[config.mk]
export PLATFORM = sky130hd
export DESIGN_NAME = alu_seq_nb
export DESIGN_NICKNAME = d
export VERILOG_FILES = /design/src/rtl/alu_pkg.sv /design/src/rtl/addsub_nb.sv /design/src/rtl/alu_seq_nb.sv
export SDC_FILE = /design/constraint.sdc
export NUM_CORES = 1
export LEC_CHECK = 0
export BUFFER_PORTS_ARGS = -buffer_cell sky130_fd_sc_hd__buf_2
export CORE_ASPECT_RATIO = 1.2
export CORE_MARGIN = 5
export CORE_UTILIZATION = 50
export DETAILED_ROUTE_END_ITERATION = 10
export GPL_ROUTABILITY_DRIVEN = 0
export GPL_TIMING_DRIVEN = 0
export HOLD_SLACK_MARGIN = 0.03
export PLACE_DENSITY = 0.77
export REMOVE_ABC_BUFFERS = 1
export SLEW_MARGIN = 20
export SYNTH_ARGS = -nofsm -noshare
export SYNTH_HDL_FRONTEND = slang
export SYNTH_SLANG_ARGS = --single-unit
[constraint.sdc]
create_clock -name clk -period 4.6 [get_ports clk]
set_input_delay 0.23 -clock clk [delete_from_list [all_inputs] [get_ports clk]]
set_output_delay 0.23 -clock clk [all_outputs]
set_load 0.005 [all_outputs]
[src/rtl/alu_pkg.sv]
// Shared definitions for the sequential ALU: opcode encodings and
// the controller state encoding used by alu_seq_nb.
package alu_pkg;

    localparam logic [3:0] OP_ADD = 4'd0;
    localparam logic [3:0] OP_SUB = 4'd1;
    localparam logic [3:0] OP_AND = 4'd2;
    localparam logic [3:0] OP_OR  = 4'd3;
    localparam logic [3:0] OP_XOR = 4'd4;
    localparam logic [3:0] OP_ADC = 4'd5;
    localparam logic [3:0] OP_SBB = 4'd6;
    localparam logic [3:0] OP_MUL = 4'd7;

    typedef enum logic {
        ST_IDLE = 1'b0,
        ST_MUL  = 1'b1
    } state_t;

endpackage

[src/rtl/addsub_nb.sv]
// Adder/subtractor shared by all add/sub opcodes, computed at WIDTH+1 bits.
// Ports: a, b operands; cin carry in; sub inverts b; sum, carry, overflow out.
module addsub_nb #(
    parameter int WIDTH = 8
) (
    input  logic [WIDTH-1:0] a,
    input  logic [WIDTH-1:0] b,
    input  logic             cin,
    input  logic             sub,
    output logic [WIDTH-1:0] sum,
    output logic             carry,
    output logic             overflow
);

    logic [WIDTH-1:0] bx;
    logic [WIDTH:0]   full;

    assign bx   = sub ? ~b : b;
    assign full = {1'b0, a} + {1'b0, bx} + {{WIDTH{1'b0}}, cin};
    assign sum  = full[WIDTH-1:0];
    assign carry = full[WIDTH];

    // Signed overflow: operands agree in sign, result disagrees.
    assign overflow = (a[WIDTH-1] == bx[WIDTH-1])
                   && (sum[WIDTH-1] != a[WIDTH-1]);

endmodule

[src/rtl/alu_seq_nb.sv]
// Registered ALU with valid/ready handshakes, carry chaining and optional MUL.
// Ports: clk, rst; in_valid/in_ready, a, b, opcode; out_valid/out_ready,
//        result, carry_out, zero, negative, overflow; busy during MUL.
module alu_seq_nb
    import alu_pkg::*;
#(
    parameter int WIDTH  = 8,
    parameter bit MUL_EN = 1'b1
) (
    input  logic             clk,
    input  logic             rst,
    input  logic             in_valid,
    output logic             in_ready,
    input  logic [WIDTH-1:0] a,
    input  logic [WIDTH-1:0] b,
    input  logic [3:0]       opcode,
    output logic             out_valid,
    input  logic             out_ready,
    output logic [WIDTH-1:0] result,
    output logic             carry_out,
    output logic             zero,
    output logic             negative,
    output logic             overflow,
    output logic             busy
);

    state_t state;
    state_t state_nxt;

    logic             cf;
    logic             accept;
    logic             mul_start;
    logic             mul_done;
    logic [WIDTH-1:0] mul_lo;
    logic             mul_hi_nz;

    logic             as_sub;
    logic             as_cin;
    logic [WIDTH-1:0] as_sum;
    logic             as_c;
    logic             as_v;

    logic [WIDTH-1:0] op_res;
    logic             op_c;
    logic             op_v;
    logic             op_arith;

    assign accept    = in_valid && in_ready;
    assign mul_start = accept && (opcode == OP_MUL) && MUL_EN;

    always_ff @(posedge clk) begin
        if (rst) state <= ST_IDLE;
        else     state <= state_nxt;
    end

    always_comb begin
        state_nxt = state;
        unique case (state)
            ST_IDLE: if (mul_start) state_nxt = ST_MUL;
            ST_MUL:  if (mul_done)  state_nxt = ST_IDLE;
        endcase
    end

    always_comb begin
        in_ready = (state == ST_IDLE) && (!out_valid || out_ready);
        busy     = (state == ST_MUL);
    end

    // Subtract forms invert b; ADC/SBB take the stored carry as cin.
    assign as_sub = (opcode == OP_SUB) || (opcode == OP_SBB);
    assign as_cin = (opcode == OP_SUB)
                 || (((opcode == OP_ADC) || (opcode == OP_SBB)) && cf);

    addsub_nb #(.WIDTH(WIDTH)) u_addsub (
        .a        (a),
        .b        (b),
        .cin      (as_cin),
        .sub      (as_sub),
        .sum      (as_sum),
        .carry    (as_c),
        .overflow (as_v)
    );

    always_comb begin
        op_res   = '0;
        op_c     = 1'b0;
        op_v     = 1'b0;
        op_arith = 1'b0;
        unique case (opcode)
            OP_ADD, OP_SUB, OP_ADC, OP_SBB: begin
                op_res   = as_sum;
                op_c     = as_c;
                op_v     = as_v;
                op_arith = 1'b1;
            end
            OP_AND:  op_res = a & b;
            OP_OR:   op_res = a | b;
            OP_XOR:  op_res = a ^ b;
            default: op_res = '0;
        endcase
    end

    always_ff @(posedge clk) begin
        if (rst) begin
            out_valid <= 1'b0;
            result    <= '0;
            carry_out <= 1'b0;
            zero      <= 1'b0;
            negative  <= 1'b0;
            overflow  <= 1'b0;
            cf        <= 1'b0;
        end else if (accept && !mul_start) begin
            out_valid <= 1'b1;
            result    <= op_res;
            carry_out <= op_c;
            zero      <= (op_res == '0);
            negative  <= op_res[WIDTH-1];
            overflow  <= op_v;
            if (op_arith) cf <= op_c;
        end else if (mul_done) begin
            out_valid <= 1'b1;
            result    <= mul_lo;
            carry_out <= mul_hi_nz;
            zero      <= (mul_lo == '0);
            negative  <= mul_lo[WIDTH-1];
            overflow  <= 1'b0;
            cf        <= mul_hi_nz;
        end else if (out_ready) begin
            out_valid <= 1'b0;
        end
    end

    generate
        if (MUL_EN) begin : g_mul
            localparam int CW = $clog2(WIDTH);
            localparam logic [CW-1:0] LAST = CW'(WIDTH - 1);

            logic [2*WIDTH-1:0] acc;
            logic [2*WIDTH-1:0] mcand;
            logic [2*WIDTH-1:0] acc_nxt;
            logic [WIDTH-1:0]   mplier;
            logic [CW-1:0]      cnt;

            // One multiplier bit per cycle; the final sum bypasses acc.
            assign acc_nxt   = acc + (mplier[0] ? mcand : '0);
            assign mul_done  = (state == ST_MUL) && (cnt == LAST);
            assign mul_lo    = acc_nxt[WIDTH-1:0];
            assign mul_hi_nz = |acc_nxt[2*WIDTH-1:WIDTH];

            always_ff @(posedge clk) begin
                if (rst) begin
                    acc    <= '0;
                    mcand  <= '0;
                    mplier <= '0;
                    cnt    <= '0;
                end else if (mul_start) begin
                    acc    <= '0;
                    mcand  <= {{WIDTH{1'b0}}, a};
                    mplier <= b;
                    cnt    <= '0;
                end else if (state == ST_MUL) begin
                    acc    <= acc_nxt;
                    mcand  <= mcand << 1;
                    mplier <= mplier >> 1;
                    cnt    <= cnt + CW'(1);
                end
            end
        end else begin : g_nomul
            assign mul_done  = 1'b0;
            assign mul_lo    = '0;
            assign mul_hi_nz = 1'b0;
        end
    endgenerate

endmodule

==> key figures, run 1 <==
Timing
  • Final Cycle Share: 80.6%
  • Pins Over Slew Limit: 0
  • Slew headroom: 39.5%
  • Post-layout worst setup margin: 893 ps
  • Worst hold margin: 166 ps
  • Worst-margin pin slew: 905 ps
  • Crit path time final: 3710 ps
  • Worst Skew: 17.3 ps
  • RSZ-0062 raised after global routing: false
  • Setup TNS: 0 ps
  • Fin. Hold Viols: 0
  • F_max: 270 MHz
  • Finish-stage setup viols: 0

Synthesis
  • Sequential fraction of the synthesis area: 27.6%
  • Mapped Cells: 500
  • Netlist Area Pre-Place: 4130 um2
  • Top_reg_cell synth: dfxtp_1
  • Synth Area per Inst: 8.27 um2
  • Synth unique cells: 61
  • Async set or reset register ratio after synthesis: 0%
  • Seq cells post-synth: 57
  • Ys Warns: 0
  • Number of synthesized flops with an enable pin: 0

Cells and area
  • Commonest non-fill, non-tap cell in the layout: dfxtp_1
  • Diode count: 0
  • Util after Layout: 56.7%
  • Share of cells above drive strength 1: 13.3%
  • Multi-input gate area in the final layout: 2770 um2
  • Fillers: 758
  • Nets: 588
  • Layout overhead on the synthesized area: 11.3%
  • Most frequent cells in the layout: 56 x dfxtp_1, 52 x a21oi_1, 47 x nor2_1
  • FF+latch area: 1140 um2

Pwr
  • VDD IR-drop max: 206 uV
  • Leak: 1.92 nW
  • Pwr dens: 283 nW/um2

Global routing
  • First-pass GRT wire length: 17100 um
  • Initial antenna violation count: 0
  • Total global routing overflow: 0
  • Vias in the first global route: 3700
  • Largest net degree at the start of global routing: 32
  • GRT Resource Usage Total: 21.1%

Place
  • Pre-CTS WS: 568 ps
  • Hpwl dp: 7720 um
  • Port Buffers: 38

Routing
  • Initial DRT Pass Iterations: 5
  • Routed via count: 3680
  • Average wire per standard cell: 16.2 um
  • Detail Route Antenna Nets: 0
  • Final WL: 10000 um
  • DR vias/cell: 5.93
  • DR iter-0 viols: 206
  • DRC: 0

Floorplanning
  • Row cnt: 36
  • Core ar.: 8110 um2
  • Die ar.: 10200 um2
  • Initial core utilization: 51.0%
  • Io pins: 39
  • Die width: 93.0 um
  • Die H: 110 um

Clock tree
  • Longest Clk Path Bufs: 2
  • CTS-repair resized insts: 0
  • Clock-pin slew on the worst setup and hold paths: 70 ps
  • CTS buffer count: 9
  • CTS tree: done
  • Root Driver: clkbuf_8
  • Clock Sinks: 57
  • CTS Hold Bufs: 0
  • H-tree levels: 3
  • Post-CTS setup buffer count: 0
  • Skew-Pair Late Insertion Delay: 350 ps

Worst setup path
  • Critical path fanouts, max: 10
  • Setup crit end kind: register
  • WP data arrival: 3970 ps
  • Crit Path Class: in2reg
  • Crit path from: opcode[1]
  • Crit start category: input port
  • R2r startpoint: g_mul.mplier[0]
  • Req. time, crit path: 4870 ps

Status
  • Status: completed

Min path
  • HP Start: b[7]
  • Hold WC Path Type: in2reg

Job
  • Max cap viols: 0
routing by layer:
layer / wire (um) / GRT usage [%] / vias to the layer above
li1: - / - / 1839
met2: 5260 / 39.2 / 78
met1: 4180 / 24.0 / 1746
met3: 383 / 3.70 / 17
met5: 0 / 0 / -
met4: 223 / 7.96 / 0
cell usage after synthesis (all sizes together) (2+ instances only):
library cell | number | area share [%]
or2 | 2 | 0.30
a2111oi | 2 | 0.73
a211oi | 10 | 1.9
ha | 40 | 12
a21oi | 54 | 6.7
and4b | 2 | 0.48
dfxtp | 57 | 28
and2 | 17 | 2.6
a31oi | 3 | 0.45
nor3 | 3 | 0.36
nor3b | 4 | 0.73
xor2 | 6 | 1.3
nor2 | 48 | 4.4
nand4 | 5 | 0.76
o22ai | 6 | 0.91
nand3b | 3 | 0.54
buf | 9 | 1.1
o21bai | 3 | 0.54
xnor2 | 21 | 4.5
mux2 | 2 | 0.54
nand2 | 37 | 3.4
a221oi | 2 | 0.42
o21ai | 9 | 1.2
a211o | 6 | 1.3
clkbuf | 20 | 1.8
nor4 | 4 | 0.91
nor2b | 3 | 0.45
o211ai | 2 | 0.36
mux2i | 21 | 5.1
a22oi | 24 | 4.4
nand2b | 5 | 0.76
a311o | 4 | 0.97
and3 | 3 | 0.45
inv | 28 | 2.5
fa | 3 | 1.5
nand3 | 5 | 0.61
a21o | 11 | 2.0
o21a | 2 | 0.36
critical path: stages:
cell and delay, ps:
buf_2 160, or3b_2 500, a21oi_2 560, xnor2_1 180, fa_1 480, fa_1 430, a21o_1 200, a311o_1 360
a21oi_1 230, xnor2_1 90, a21oi_1 220, nand4_1 140, a31oi_1 180
cells by family after synthesis:
logic type               count (synthesis)  share of synthesized area, %
AO/OA/AOI/OAI                          145                          23.9
XOR/XNOR                                27                          5.72
adder cells (fa/ha/maj)                 43                          13.6
buffers and inverters                   57                          5.48
flip-flops                              57                          27.6
multiplexers                            23                          5.63
AND/OR/NAND/NOR                        148                          18.1
power by group:
part	internal [mW]	total, mW	switching [mW]
Combinational	0.0843	0.198	0.114
Sequential	0.503	0.512	0.00901
Clock	0.365	0.590	0.225
Total	0.953	1.30	0.348
registers in the layout (all words and copies together) (netlist names):
| signal | flops |
|---|---|
| busy | 1 |
| carry_out | 1 |
| cf | 1 |
| g_mul.acc | 16 |
| g_mul.cnt | 3 |
| g_mul.mcand | 16 |
| g_mul.mplier | 8 |
| out_valid | 1 |
| overflow | 1 |
| result | 8 |
| zero | 1 |
layout make-up:
type	count	share of cell area, %
clock buffers	9	2.69
clock inverters	7	2.72
inverters	28	2.28
multi-input cells	386	60.2
flip-flops and latches	57	24.8
well taps	95	2.58
repair buffers	39	4.73
per-stage QoR:
step | cell area (um2) | total power, mW | instances
global placement | 4320 | 0.712 | 604
global route | 4600 | 1.36 | 621
CTS | 4600 | 1.31 | 621
floorplan | 4010 | 0.653 | 471
detailed placement | 4350 | 0.719 | 605
finish | 4600 | 1.30 | 621
final timing paths:
| check | end | slack, ps | cells past startpoint |
|---|---|---|---|
| min | g_mul.mplier[7] | 170 | 3 |
| min reg2reg | g_mul.mplier[4] | 460 | 2 |
| max | zero | 890 | 13 |
| max reg2reg | cf | 1460 | 11 |
Note: power is estimated with default switching activity, not from simulation.
==> run 2, diff against run 1 <==
--- a/config.mk
+++ b/config.mk
@@ -13,7 +13,7 @@
 export GPL_ROUTABILITY_DRIVEN = 0
 export GPL_TIMING_DRIVEN = 0
 export HOLD_SLACK_MARGIN = 0.03
-export PLACE_DENSITY = 0.77
+export PLACE_DENSITY = 0.8
 export REMOVE_ABC_BUFFERS = 1
 export SLEW_MARGIN = 20
 export SYNTH_ARGS = -nofsm -noshare
==> constraint.sdc (replaced) <==
create_clock -name clk -period 3.27 [get_ports clk]
set_input_delay 0.1635 -clock clk [delete_from_list [all_inputs] [get_ports clk]]
set_output_delay 0.1635 -clock clk [all_outputs]
set_load 0.005 [all_outputs]
==> run 2 against run 1 <==
Sequential power increased by 41%. Non-clock buffer count rose by 1. Clock skew fell by 3.7 ps. Clock power grew 12%. Power increased by 28%. Wire length decreased by 1.2%. Largest cell class unchanged. Largest power group is now registers. Highest routed layer unchanged.
==> key figures, run 2 (synthesis results as in run 1) <==
Floorplanning
  • Io pins: 39 (unchanged)
  • Row cnt: 36 (unchanged)
  • Initial core utilization: 51.0% (unchanged)
  • Die H: 110 um (unchanged)
  • Die ar.: 10200 um2 (unchanged)
  • Core ar.: 8110 um2 (unchanged)
  • Die width: 93.0 um (unchanged)

Clock tree
  • Clock-pin slew on the worst setup and hold paths: 70 ps (about the same)
  • CTS buffer count: 9 (unchanged)
  • H-tree levels: 3 (unchanged)
  • Skew-Pair Late Insertion Delay: 340 ps (about the same)
  • Longest Clk Path Bufs: 2 (unchanged)
  • CTS Hold Bufs: 0 (unchanged)
  • Root Driver: clkbuf_8
  • Clock Sinks: 57 (unchanged)
  • CTS tree: done

Routing
  • DR iter-0 viols: 210 (+1.9%)
  • DRC: 0 (unchanged)
  • Uppermost layer routed: met4
  • Routed via count: 3735 (+1.5%)
  • Met3 wire len: 386 um (+0.78%)
  • Average wire per standard cell: 16.0 um (-1.2%)
  • Metal-1 WL: 4140 um (-0.93%)
  • Detail Route Antenna Nets: 0 (unchanged)
  • Final WL: 9920 um (-1.2%)
  • Metal2 WL: 5130 um (-2.4%)
  • Initial DRT Pass Iterations: 4 (-1)
  • DR vias/cell: 6.01 (+1.5%)

Timing
  • Crit path time final: 3110 ps
  • Post-layout worst setup margin: 159 ps (-734 ps)
  • Worst hold margin: 103 ps (-63.2 ps)
  • F_max: 321 MHz
  • Slew headroom: 41.9% (+2.5 points)
  • Final Cycle Share: 95.2%
  • Pins Over Slew Limit: 0 (unchanged)
  • Fin. Hold Viols: 0 (unchanged)
  • Worst-margin pin slew: 868 ps (-36.6 ps)
  • Worst Skew: 13.6 ps (-3.66 ps)
  • Finish-stage setup viols: 0 (unchanged)
  • RSZ-0062 raised after global routing: false

Cells and area
  • Diode count: 0 (unchanged)
  • Nets: 589 (+0.17%)
  • Share of cells above drive strength 1: 13.7% (+0.38 points)
  • Largest registers: g_mul.acc: 16 flops, g_mul.mcand: 16 flops
  • Layout overhead on the synthesized area: 10.3%
  • Fillers: 733 (-3.3%)
  • Commonest non-fill, non-tap cell in the layout: dfxtp_1
  • Most frequent cells in the layout: 55 x dfxtp_1, 51 x a21oi_1, 47 x nor2_1

Worst setup path
  • Crit start category: input port
  • Crit Path Class: in2reg
  • Setup crit end kind: register
  • WP data arrival: 3370 ps (-600 ps)
  • Critical path fanouts, max: 10 (unchanged)
  • Req. time, crit path: 3530 ps (-1340 ps)

Pwr
  • Pwr dens: 364 nW/um2 (+29%)
  • VDD IR-drop max: 226 uV (+10%)
  • Leak: 1.90 nW (-1.2%)

Status
  • Status: completed

Global routing
  • Vias in the first global route: 3714 (+0.38%)
  • Total global routing overflow: 0 (unchanged)
  • Initial antenna violation count: 0 (unchanged)
  • Largest net degree at the start of global routing: 32 (unchanged)
  • GRT Resource Usage Total: 20.4% (-0.69 points)
  • First-pass GRT wire length: 16700 um (-2.2%)

Place
  • Pre-CTS WS: -645 ps (-1210 ps)
  • Hpwl dp: 7550 um (-2.2%)
  • Port Buffers: 38 (unchanged)

Job
  • Max cap viols: 0 (unchanged)

Min path
  • Hold WC Path Type: in2reg
==> run 2: worst max-delay path, cell delays in order <==
cell     delay (ps)
buf_2           160
or3b_2          530
a21oi_4         200
xnor2_1         100
fa_1            460
fa_1            420
a21o_1          190
a311o_1         380
a21oi_2         180
xnor2_1          80
a21oi_1         180
nand4_1         130
a31oi_1         180
==> run 2: worst paths after layout <==
check / from / to / slack, ps / depth (start not counted)
min: b[7] / g_mul.mplier[7] / 100 / 3
min reg2reg: g_mul.mplier[1] / g_mul.mplier[1] / 460 / 2
max reg2reg: g_mul.mplier[0] / cf / 250 / 11
max: opcode[1] / zero / 160 / 13
==> run 2: cell type report <==
| type | count | area (um2) | share of cell area (%) |
|---|---|---|---|
| clock inverters | 5 | 56.3 | 1.24 |
| well taps | 95 | 119 | 2.61 |
| clock buffers | 10 | 138 | 3.02 |
| flip-flops and latches | 57 | 1140 | 25.1 |
| multi-input cells | 386 | 2780 | 61.0 |
| inverters | 28 | 105 | 2.31 |
| repair buffers | 40 | 218 | 4.78 |
==> run 2: power breakdown <==
part,total (mW),internal (mW),switching [mW],leakage [nW]
Sequential,0.720,0.708,0.0119,0.462
Combinational,0.283,0.120,0.162,1.34
Clock,0.658,0.367,0.291,0.0981
==> run 2: through the flow <==
step / instance area (um2) / utilization [%] / TNS [ps] / total power [mW] / instances
finish: 4560 / 56.2 / 0 / 1.66 / 621
floorplan: 4010 / - / -157 / 0.919 / 471
CTS: 4550 / 56.2 / 0 / 1.66 / 621
detailed placement: 4340 / 53.6 / -3500 / 1.01 / 605
global placement: 4320 / 53.3 / -29410 / 1.00 / 604
global route: 4560 / 56.2 / 0 / 1.74 / 621
==> run 2: routing by layer <==
| layer | global-route usage (%) | vias up |
|---|---|---|
| met5 | 0 | - |
| met4 | 9.63 | 0 |
| met3 | 3.56 | 27 |
| met2 | 37.7 | 76 |
| met1 | 22.6 | 1783 |
| li1 | - | 1849 |
==> run 2: timing repair <==
item	4_1_cts	5_1_grt
endpoints found under the setup margin	5	4
setup buffers	1	0
pin swaps	1	0
gates resized for setup	1	2
